File: src/rtl/adc_serial_responder.sv
// adc_serial_responder
// ADC end of a CONVST/SCK/SDI/SDO serial link. Samples one of eight parallel
// channel values on CONVST, holds busy for the conversion time, then shifts
// the result out MSB-first on SDO while capturing a 6-bit config word from SDI.
//
// Optional build macro: ADC_RESP_OVERRUN_EN
//   defined   -> sticky overrun flag for CONVST arriving mid-conversion or
//                before the full result has been shifted out
//   undefined -> overrun tied low, no detection logic
//
// state | meaning
// IDLE  | after reset, waiting for the first CONVST rise; SCK/SDI ignored
// CONV  | busy time counting down; SCK and CONVST edges ignored
// READ  | result on SDO (advances per SCK fall), config sampled per SCK rise
`timescale 1ns/1ps

module adc_serial_responder #(
   parameter int DATA_W      = 12,
   parameter int CONV_CYCLES = 80,
   parameter int SYNC_STAGES = 2
) (
   input  logic                  clk,
   input  logic                  reset_n,
   input  logic                  adc_convst,
   input  logic                  adc_sck,
   input  logic                  adc_sdi,
   output logic                  adc_sdo,
   input  logic [8*DATA_W-1:0]   chan_data,
   output logic                  busy,
   output logic [5:0]            cfg_word,
   output logic                  cfg_valid,
   output logic                  overrun
);

   localparam int CNT_W  = (CONV_CYCLES > 2) ? $clog2(CONV_CYCLES) : 1;
   localparam int FALL_W = $clog2(DATA_W + 1);
   localparam logic [CNT_W-1:0]  BUSY_LOAD = CNT_W'(CONV_CYCLES - 1);
   localparam logic [FALL_W-1:0] FALL_MAX  = FALL_W'(DATA_W);
   localparam logic [5:0]        CFG_RESET = 6'b100010;

   typedef enum logic [1:0] {
      ST_IDLE = 2'd0,
      ST_CONV = 2'd1,
      ST_READ = 2'd2
   } state_t;

   logic [SYNC_STAGES-1:0] convst_sync_q;
   logic [SYNC_STAGES-1:0] sck_sync_q;
   logic [SYNC_STAGES-1:0] sdi_sync_q;
   logic                   convst_prev_q;
   logic                   sck_prev_q;

   logic                   convst_s;
   logic                   sck_s;
   logic                   sdi_s;
   logic                   convst_rise;
   logic                   sck_rise;
   logic                   sck_fall;

   state_t                 state_q;
   logic [CNT_W-1:0]       busy_cnt_q;
   logic [DATA_W-1:0]      shift_q;
   logic [DATA_W-1:0]      snap_d;
   logic [FALL_W-1:0]      fall_cnt_q;
   logic [2:0]             rise_cnt_q;
   logic [4:0]             cfg_shift_q;
   logic [5:0]             cfg_word_q;
   logic                   sdo_q;
   logic                   busy_q;
   logic                   cfg_valid_q;
   logic [2:0]             sel;

   // Bring the initiator's asynchronous link signals into the clk domain.
   always_ff @(posedge clk or negedge reset_n) begin
      if (!reset_n) begin
         convst_sync_q <= '0;
         sck_sync_q    <= '0;
         sdi_sync_q    <= '0;
         convst_prev_q <= 1'b0;
         sck_prev_q    <= 1'b0;
      end else begin
         convst_sync_q[0] <= adc_convst;
         sck_sync_q[0]    <= adc_sck;
         sdi_sync_q[0]    <= adc_sdi;
         for (int i = 1; i < SYNC_STAGES; i++) begin
            convst_sync_q[i] <= convst_sync_q[i-1];
            sck_sync_q[i]    <= sck_sync_q[i-1];
            sdi_sync_q[i]    <= sdi_sync_q[i-1];
         end
         convst_prev_q <= convst_sync_q[SYNC_STAGES-1];
         sck_prev_q    <= sck_sync_q[SYNC_STAGES-1];
      end
   end

   assign convst_s    = convst_sync_q[SYNC_STAGES-1];
   assign sck_s       = sck_sync_q[SYNC_STAGES-1];
   assign sdi_s       = sdi_sync_q[SYNC_STAGES-1];
   assign convst_rise = convst_s & ~convst_prev_q;
   assign sck_rise    = sck_s & ~sck_prev_q;
   assign sck_fall    = ~sck_s & sck_prev_q;

   // Channel snapshot for the next conversion. sel = {S1, S0, O/S}; S/D is
   // not modelled (differential reads the same channel). UNI=0 flips the MSB
   // to turn straight binary into two's complement.
   always_comb begin
      sel    = {cfg_word_q[3], cfg_word_q[2], cfg_word_q[4]};
      snap_d = chan_data[int'(sel)*DATA_W +: DATA_W];
      if (!cfg_word_q[1]) begin
         snap_d[DATA_W-1] = ~snap_d[DATA_W-1];
      end
   end

   // Link FSM: conversion timing, result shift-out and config capture.
   always_ff @(posedge clk or negedge reset_n) begin
      if (!reset_n) begin
         state_q     <= ST_IDLE;
         busy_cnt_q  <= '0;
         shift_q     <= '0;
         fall_cnt_q  <= '0;
         rise_cnt_q  <= '0;
         cfg_shift_q <= '0;
         cfg_word_q  <= CFG_RESET;
         sdo_q       <= 1'b0;
         busy_q      <= 1'b0;
         cfg_valid_q <= 1'b0;
      end else begin
         cfg_valid_q <= 1'b0;
         // A CONVST rise outside CONV always starts a fresh conversion; any
         // partially received config word is simply dropped with the counters.
         if (convst_rise && (state_q != ST_CONV)) begin
            state_q     <= ST_CONV;
            busy_q      <= 1'b1;
            busy_cnt_q  <= BUSY_LOAD;
            shift_q     <= snap_d;
            sdo_q       <= 1'b0;
            fall_cnt_q  <= '0;
            rise_cnt_q  <= '0;
            cfg_shift_q <= '0;
         end else begin
            case (state_q)
               ST_IDLE: begin
               end
               ST_CONV: begin
                  if (busy_cnt_q == '0) begin
                     state_q <= ST_READ;
                     busy_q  <= 1'b0;
                     sdo_q   <= shift_q[DATA_W-1];
                     shift_q <= {shift_q[DATA_W-2:0], 1'b0};
                  end else begin
                     busy_cnt_q <= busy_cnt_q - 1'b1;
                  end
               end
               ST_READ: begin
                  if (sck_fall) begin
                     if (fall_cnt_q < FALL_MAX) begin
                        sdo_q      <= shift_q[DATA_W-1];
                        shift_q    <= {shift_q[DATA_W-2:0], 1'b0};
                        fall_cnt_q <= fall_cnt_q + 1'b1;
                     end else begin
                        sdo_q <= 1'b0;
                     end
                  end
                  if (sck_rise && (rise_cnt_q < 3'd6)) begin
                     cfg_shift_q <= {cfg_shift_q[3:0], sdi_s};
                     rise_cnt_q  <= rise_cnt_q + 1'b1;
                     if (rise_cnt_q == 3'd5) begin
                        cfg_word_q  <= {cfg_shift_q, sdi_s};
                        cfg_valid_q <= 1'b1;
                     end
                  end
               end
               default: begin
                  state_q <= ST_IDLE;
               end
            endcase
         end
      end
   end

`ifdef ADC_RESP_OVERRUN_EN
   logic overrun_q;

   // Sticky flag: CONVST while converting, or before the full result left SDO.
   always_ff @(posedge clk or negedge reset_n) begin
      if (!reset_n) begin
         overrun_q <= 1'b0;
      end else if (convst_rise &&
                   ((state_q == ST_CONV) ||
                    ((state_q == ST_READ) && (fall_cnt_q < FALL_MAX)))) begin
         overrun_q <= 1'b1;
      end
   end

   assign overrun = overrun_q;
`else
   assign overrun = 1'b0;
`endif

   assign adc_sdo   = sdo_q;
   assign busy      = busy_q;
   assign cfg_word  = cfg_word_q;
   assign cfg_valid = cfg_valid_q;

endmodule

File: config.mk
export PLATFORM = sky130hd
export DESIGN_NAME = adc_serial_responder
export DESIGN_NICKNAME = d
export VERILOG_FILES = /design/src/rtl/adc_serial_responder.sv
export SDC_FILE = /design/constraint.sdc
export NUM_CORES = 1
export LEC_CHECK = 0
export ABC_CLOCK_PERIOD_IN_PS = 2100
export BUFFER_PORTS_ARGS = -buffer_cell sky130_fd_sc_hd__buf_2
export CORE_MARGIN = 2
export CORE_UTILIZATION = 30
export DETAILED_ROUTE_END_ITERATION = 16
export GPL_TIMING_DRIVEN = 0
export PLACE_DENSITY = 0.6
export SLEW_MARGIN = 20
export SYNTH_ARGS = -nofsm -noshare
export SYNTH_HDL_FRONTEND = slang
export SYNTH_SLANG_ARGS = --single-unit
File: constraint.sdc
create_clock -name clk -period 2.1 [get_ports clk]
set_input_delay 0.315 -clock clk [delete_from_list [all_inputs] [get_ports clk]]
set_output_delay 0.315 -clock clk [all_outputs]
set_load 0.01 [all_outputs]
==> metrics, run 1 <==
outcome finished clean; via count 2326; antenna viol nets, final 0; Synth Area per Inst 11.8 um2; Seq cells post-synth 50; global-route wire length before repair 10400 um; crit path from cfg_word[2]; ant diodes 0; Worst setup SP type register; CP max-delay cell buf_2; I/O Buffers 109; Reg clk slew, reported paths 0.10 ns; commonest non-fill, non-tap cell in the layout buf_2; DRC viols 0; DIE AREA 10600 um2; Fin. Hold Viols 0; post-synthesis cell area 2950 um2; die height 103 um; final worst slack 0.249 ns; most frequent cells in the layout 116 x buf_2, 48 x dfrtp_1, 30 x nand2_1, 24 x mux4_2, 19 x nor2_1; Post-Syn Instances 249; biggest fanout along the worst timing path 10; clock latency on the worst-skew pair 0.31 ns; worst hold-check path type in2async; Routed WL 7150 um; Max Cap Viol 0; reg2reg setup slack 0.25 ns; H-tree depth 2; layout cells sized above 1 47.0%; root buffer cell clkbuf_8; Yosys Warn Count 0; Final period util 88.2%; clk buf depth 2; final setup skew 0.00590 ns; hpwl dp 5630 um; initial DRC count 58; Max VDD drop 0.400 mV; vias per cell 4.66; worst setup path class reg2reg; Total GRT Usage 12.6%; core area 9640 um2; Final Setup Violations 0; sequential area share after synthesis 42.5%; CTS Buf Count 5; initial antenna violation count 0; Pleak 1.78 nW; most used flip-flop cell after synthesis dfrtp_1; final net count 471; PwrDens 760 nW/um2; Rel. slew slack 58.0%; Top delay family on crit path buffers and inverters; CP Data Required Time 2.30 ns; GRT overflow 0; TritonCTS clock tree done; min Tclk post-route 1.85 ns; cts repair resizes 0; asr flop ratio synth 100%; hold buffer count at CTS 0; row cnt 36; final core utilization 39.3%; crit end category register; unrepaired setup endpoints after global routing false; hold_ws 0.0252 ns; RR Startpoint cfg_word[2]; setup_tns 0 ns; Routability Congestion 0.780; count of cell types in the netlist 40; WP data arrival 2.05 ns; Setup Buffers After CTS 0; vias in the first global route 2197; top-level I/O count 111; sequence of cells on the critical path clkbuf_1 -> buf_2 -> mux4_2 -> mux2i_1 -> nand2_1 -> o21ai_0 -> o21ai_1; Mapped Nets 355; per-cell routed wire length 14.3 um; P&R area growth vs syn 28.4%; clock sink count 50; Die X 103 um; slowest stage delay, CP 0.36 ns; Peak Freq 540 MHz; DR pass1 iterations 4; fin. max-slew vios 0; worst slack, placed 0.256 ns; CP bufs+invs 2; starting density of the core 30.6%; EDFF count, synth 0; Least-Margin Pin Slew 0.631 ns; largest net degree at the start of global routing 51
per-stage QoR:
| stage | instances | power (W) | cell area [um2] |
|---|---|---|---|
| final | 499 | 0.00288 | 3780 |
| after global routing | 499 | 0.00310 | 3780 |
| after CTS | 499 | 0.00291 | 3780 |
| after detailed placement | 491 | 0.00218 | 3660 |
| after global placement | 491 | 0.00214 | 3660 |
| after floorplan | 249 | 0.00190 | 2950 |
state kept, by name, indices dropped and copies added (netlist names):
signal         cells
shift_q           12
adc_sdo            1
convst_prev_q      1
cfg_shift_q        5
state_q            2
cfg_word           6
busy               1
fall_cnt_q         4
busy_cnt_q         7
cfg_valid          1
sck_prev_q         1
convst_sync_q      2
rise_cnt_q         3
sdi_sync_q         2
sck_sync_q         2
cell usage after synthesis (2+ instances only):
| master | number | area share (%) |
|---|---|---|
| nor3_1 | 3 | 0.51 |
| nor2_1 | 19 | 2.4 |
| nand2_1 | 30 | 3.8 |
| xnor2_1 | 2 | 0.59 |
| nand2b_1 | 3 | 0.64 |
| a21o_1 | 2 | 0.51 |
| a21oi_1 | 6 | 1.0 |
| mux2_4 | 6 | 3.1 |
| buf_6 | 4 | 1.5 |
| ha_1 | 5 | 2.1 |
| inv_1 | 8 | 1.0 |
| buf_2 | 8 | 1.4 |
| nor2b_1 | 2 | 0.42 |
| mux2i_1 | 18 | 6.1 |
| mux4_2 | 24 | 18 |
| buf_4 | 2 | 0.51 |
| dfrtp_1 | 48 | 41 |
| o21ai_0 | 13 | 2.2 |
| nand3_1 | 7 | 1.2 |
| xor2_1 | 5 | 1.5 |
| dfstp_2 | 2 | 1.8 |
| clkbuf_1 | 3 | 0.38 |
| o21ai_1 | 12 | 2.0 |
logic make-up (layout without fill, tap and decap cells):
logic type      Yosys count  in the layout  share of synthesized area (%)
other cells               1              1                          0.127
simple gates             75             75                           12.4
buf+inv                  25            142                           4.80
fa+ha+maj                 5              5                           2.12
xor+xnor                  7              7                           2.08
mux                      48             48                           27.5
compound gates           38             38                           8.49
flops                    50             50                           42.5
final cells by class:
type / instances / area [um2]
fillers: 976 / 5860
multi-input cells: 174 / 1550
flip-flops and latches: 50 / 1250
repair buffers: 109 / 548
well taps: 133 / 166
plain buffers: 17 / 111
clock buffers: 6 / 82.6
clock inverters: 2 / 38.8
inverters: 8 / 30.0
routing by layer:
metal | part of all wire, % | GRT usage [%]
met1 | 46 | 19.1
met2 | 49 | 18.9
met3 | 3.8 | 2.10
met4 | 0.70 | 2.63
met5 | 0 | 0
worst paths after layout:
path,to,depth (start not counted)
max,shift_q[10],7
min,cfg_shift_q[4],1
max reg2reg,shift_q[10],7
min reg2reg,convst_sync_q[1],0
max in group asynchronous,busy_cnt_q[1],1
min in group clk,sck_sync_q[0],1
power breakdown:
part	leakage [nW]	switching, W	internal, W
combinational	1.10	0.000410	0.000368
clock	0.0618	0.000334	0.000392
sequential	0.622	0.000176	0.00120
No activity file was read; power rests on OpenSTA's default activity.
==> run 2: changes to the inputs <==
--- a/config.mk
+++ b/config.mk
@@ -5,13 +5,14 @@
 export SDC_FILE = /design/constraint.sdc
 export NUM_CORES = 1
 export LEC_CHECK = 0
-export ABC_CLOCK_PERIOD_IN_PS = 2100
+export ABC_CLOCK_PERIOD_IN_PS = 1700
 export BUFFER_PORTS_ARGS = -buffer_cell sky130_fd_sc_hd__buf_2
 export CORE_MARGIN = 2
 export CORE_UTILIZATION = 30
 export DETAILED_ROUTE_END_ITERATION = 16
 export GPL_TIMING_DRIVEN = 0
-export PLACE_DENSITY = 0.6
+export PLACE_DENSITY = 0.62
+export SETUP_SLACK_MARGIN = 0.5
 export SLEW_MARGIN = 20
 export SYNTH_ARGS = -nofsm -noshare
 export SYNTH_HDL_FRONTEND = slang
==> constraint.sdc (replaced) <==
create_clock -name clk -period 1.7 [get_ports clk]
set_input_delay 0.255 -clock clk [delete_from_list [all_inputs] [get_ports clk]]
set_output_delay 0.255 -clock clk [all_outputs]
set_load 0.01 [all_outputs]
==> metrics, run 2 (synthesized netlist as in run 1, its figures left out) <==
outcome complete, but fails checks; failing checks negative hold slack; die height 103 um; DR pass1 iterations 4; root buffer cell clkbuf_8; worst hold-check path type in2async; Pleak 2.01 nW; clk buf depth 2; final net count 505; biggest fanout along the worst timing path 7; PwrDens 929 nW/um2; TritonCTS clock tree done; CTS Buf Count 5; Routed WL 7720 um; via count 2510; sequence of cells on the critical path buf_6 -> nor2b_4 -> nand2_4 -> or3_4 -> buf_8 -> mux2_4; Reg clk slew, reported paths 0.10 ns; starting density of the core 30.6%; Top delay family on crit path simple AND/OR/NAND/NOR gates; GRT overflow 0; wire length on met3 273 um; layout cells sized above 1 61.5%; Final Setup Violations 0; routed wire length on met2 4050 um; WP data arrival 1.86 ns; Max VDD drop 0.675 mV; core area 9640 um2; Rel. slew slack 58.3%; CP max-delay cell dfrtp_1; I/O Buffers 109; worst setup path class reg2reg; Die X 103 um; Worst setup SP type register; initial antenna violation count 0; CP Data Required Time 1.89 ns; row cnt 36; final core utilization 46.1%; Max Cap Viol 0; setup_tns 0 ns; Total GRT Usage 13.1%; global-route wire length before repair 11100 um; hold_ws -0.0400 ns; hold buffer count at CTS 0; unrepaired setup endpoints after global routing true; DRC viols 0; CP bufs+invs 2; antenna viol nets, final 0; largest net degree at the start of global routing 51; hpwl dp 5510 um; P&R area growth vs syn 50.7%; Routability Congestion 0.733; highest routed layer met4; Peak Freq 599 MHz; commonest non-fill, non-tap cell in the layout buf_2; slowest stage delay, CP 0.42 ns; DIE AREA 10600 um2; vias in the first global route 2381; final setup skew 0.00598 ns; max reg flops 12; top-level I/O count 111; Fin. Hold Viols 48; clock latency on the worst-skew pair 0.30 ns; per-cell routed wire length 14.5 um; H-tree depth 2; Reg with most FFs shift_q; post-route cell area 4440 um2; most frequent cells in the layout 107 x buf_2, 47 x dfrtp_1, 27 x nand2_1, 24 x mux4_2, 22 x buf_4; clock sink count 50; initial DRC count 95; met1 WL 3380 um; Least-Margin Pin Slew 0.626 ns; min Tclk post-route 1.67 ns; crit end category register; Final period util 98.2%; ant diodes 0; vias per cell 4.71; fin. max-slew vios 0; Area after DPL 3730 um2
==> run 2: through the flow <==
stage,cells,total power (W),setup WS [ns],hold slack (ns)
2_1_floorplan,249,0.00243,0.0793,-0.0406
3_3_place_gp,491,0.00273,-0.101,0.336
3_5_place_dp,491,0.00278,-0.101,0.340
4_1_cts,517,0.00388,-0.00148,0.0429
5_1_grt,533,0.00442,-0.0883,0.0100
6_report,533,0.00413,0.0309,-0.0400
==> run 2: final timing paths <==
check / from / end / slack [ns] / depth (start not counted)
worst max register to register: state_q[0] / cfg_word[3] / 0.03 / 6
worst min-delay path: reset_n / cfg_shift_q[4] / -0.04 / 1
worst min register to register: convst_sync_q[0] / convst_sync_q[1] / 0.36 / 0
worst max-delay path: state_q[0] / cfg_word[3] / 0.03 / 6
min in group clk: adc_sck / sck_sync_q[0] / 0.05 / 1
max in group asynchronous: reset_n / busy_cnt_q[3] / 1.27 / 1
==> run 2: layout make-up <==
| cell class | instances | area (um2) |
|---|---|---|
| flip-flops and latches | 50 | 1250 |
| inverters | 8 | 30.0 |
| repair buffers | 143 | 917 |
| fillers | 911 | 5200 |
| clock buffers | 5 | 68.8 |
| well taps | 133 | 166 |
| plain buffers | 17 | 195 |
| multi-input cells | 174 | 1760 |
| clock inverters | 3 | 48.8 |
==> run 2: routing by layer <==
metal / up-vias / GRT usage [%]
met5: - / 0
met4: 0 / 1.82
met3: 2 / 2.44
met1: 1264 / 18.4
li1: 1197 / -
met2: 47 / 21.6
==> run 2: repair_timing <==
action | 4_1_cts | 5_1_grt
pin swaps | 19 | 10
endpoints found under the setup margin | 44 | 44
setup buffers | 16 | 13
resized for setup | 35 | 40
gates cloned | 2 | 3
==> run 2: where the power goes <==
part | leakage (nW) | switching, W | internal, W | total (W)
Sequential | 0.622 | 0.000237 | 0.00148 | 0.00172
Combinational | 1.33 | 0.000710 | 0.000833 | 0.00154
Clock | 0.0563 | 0.000418 | 0.000449 | 0.000866
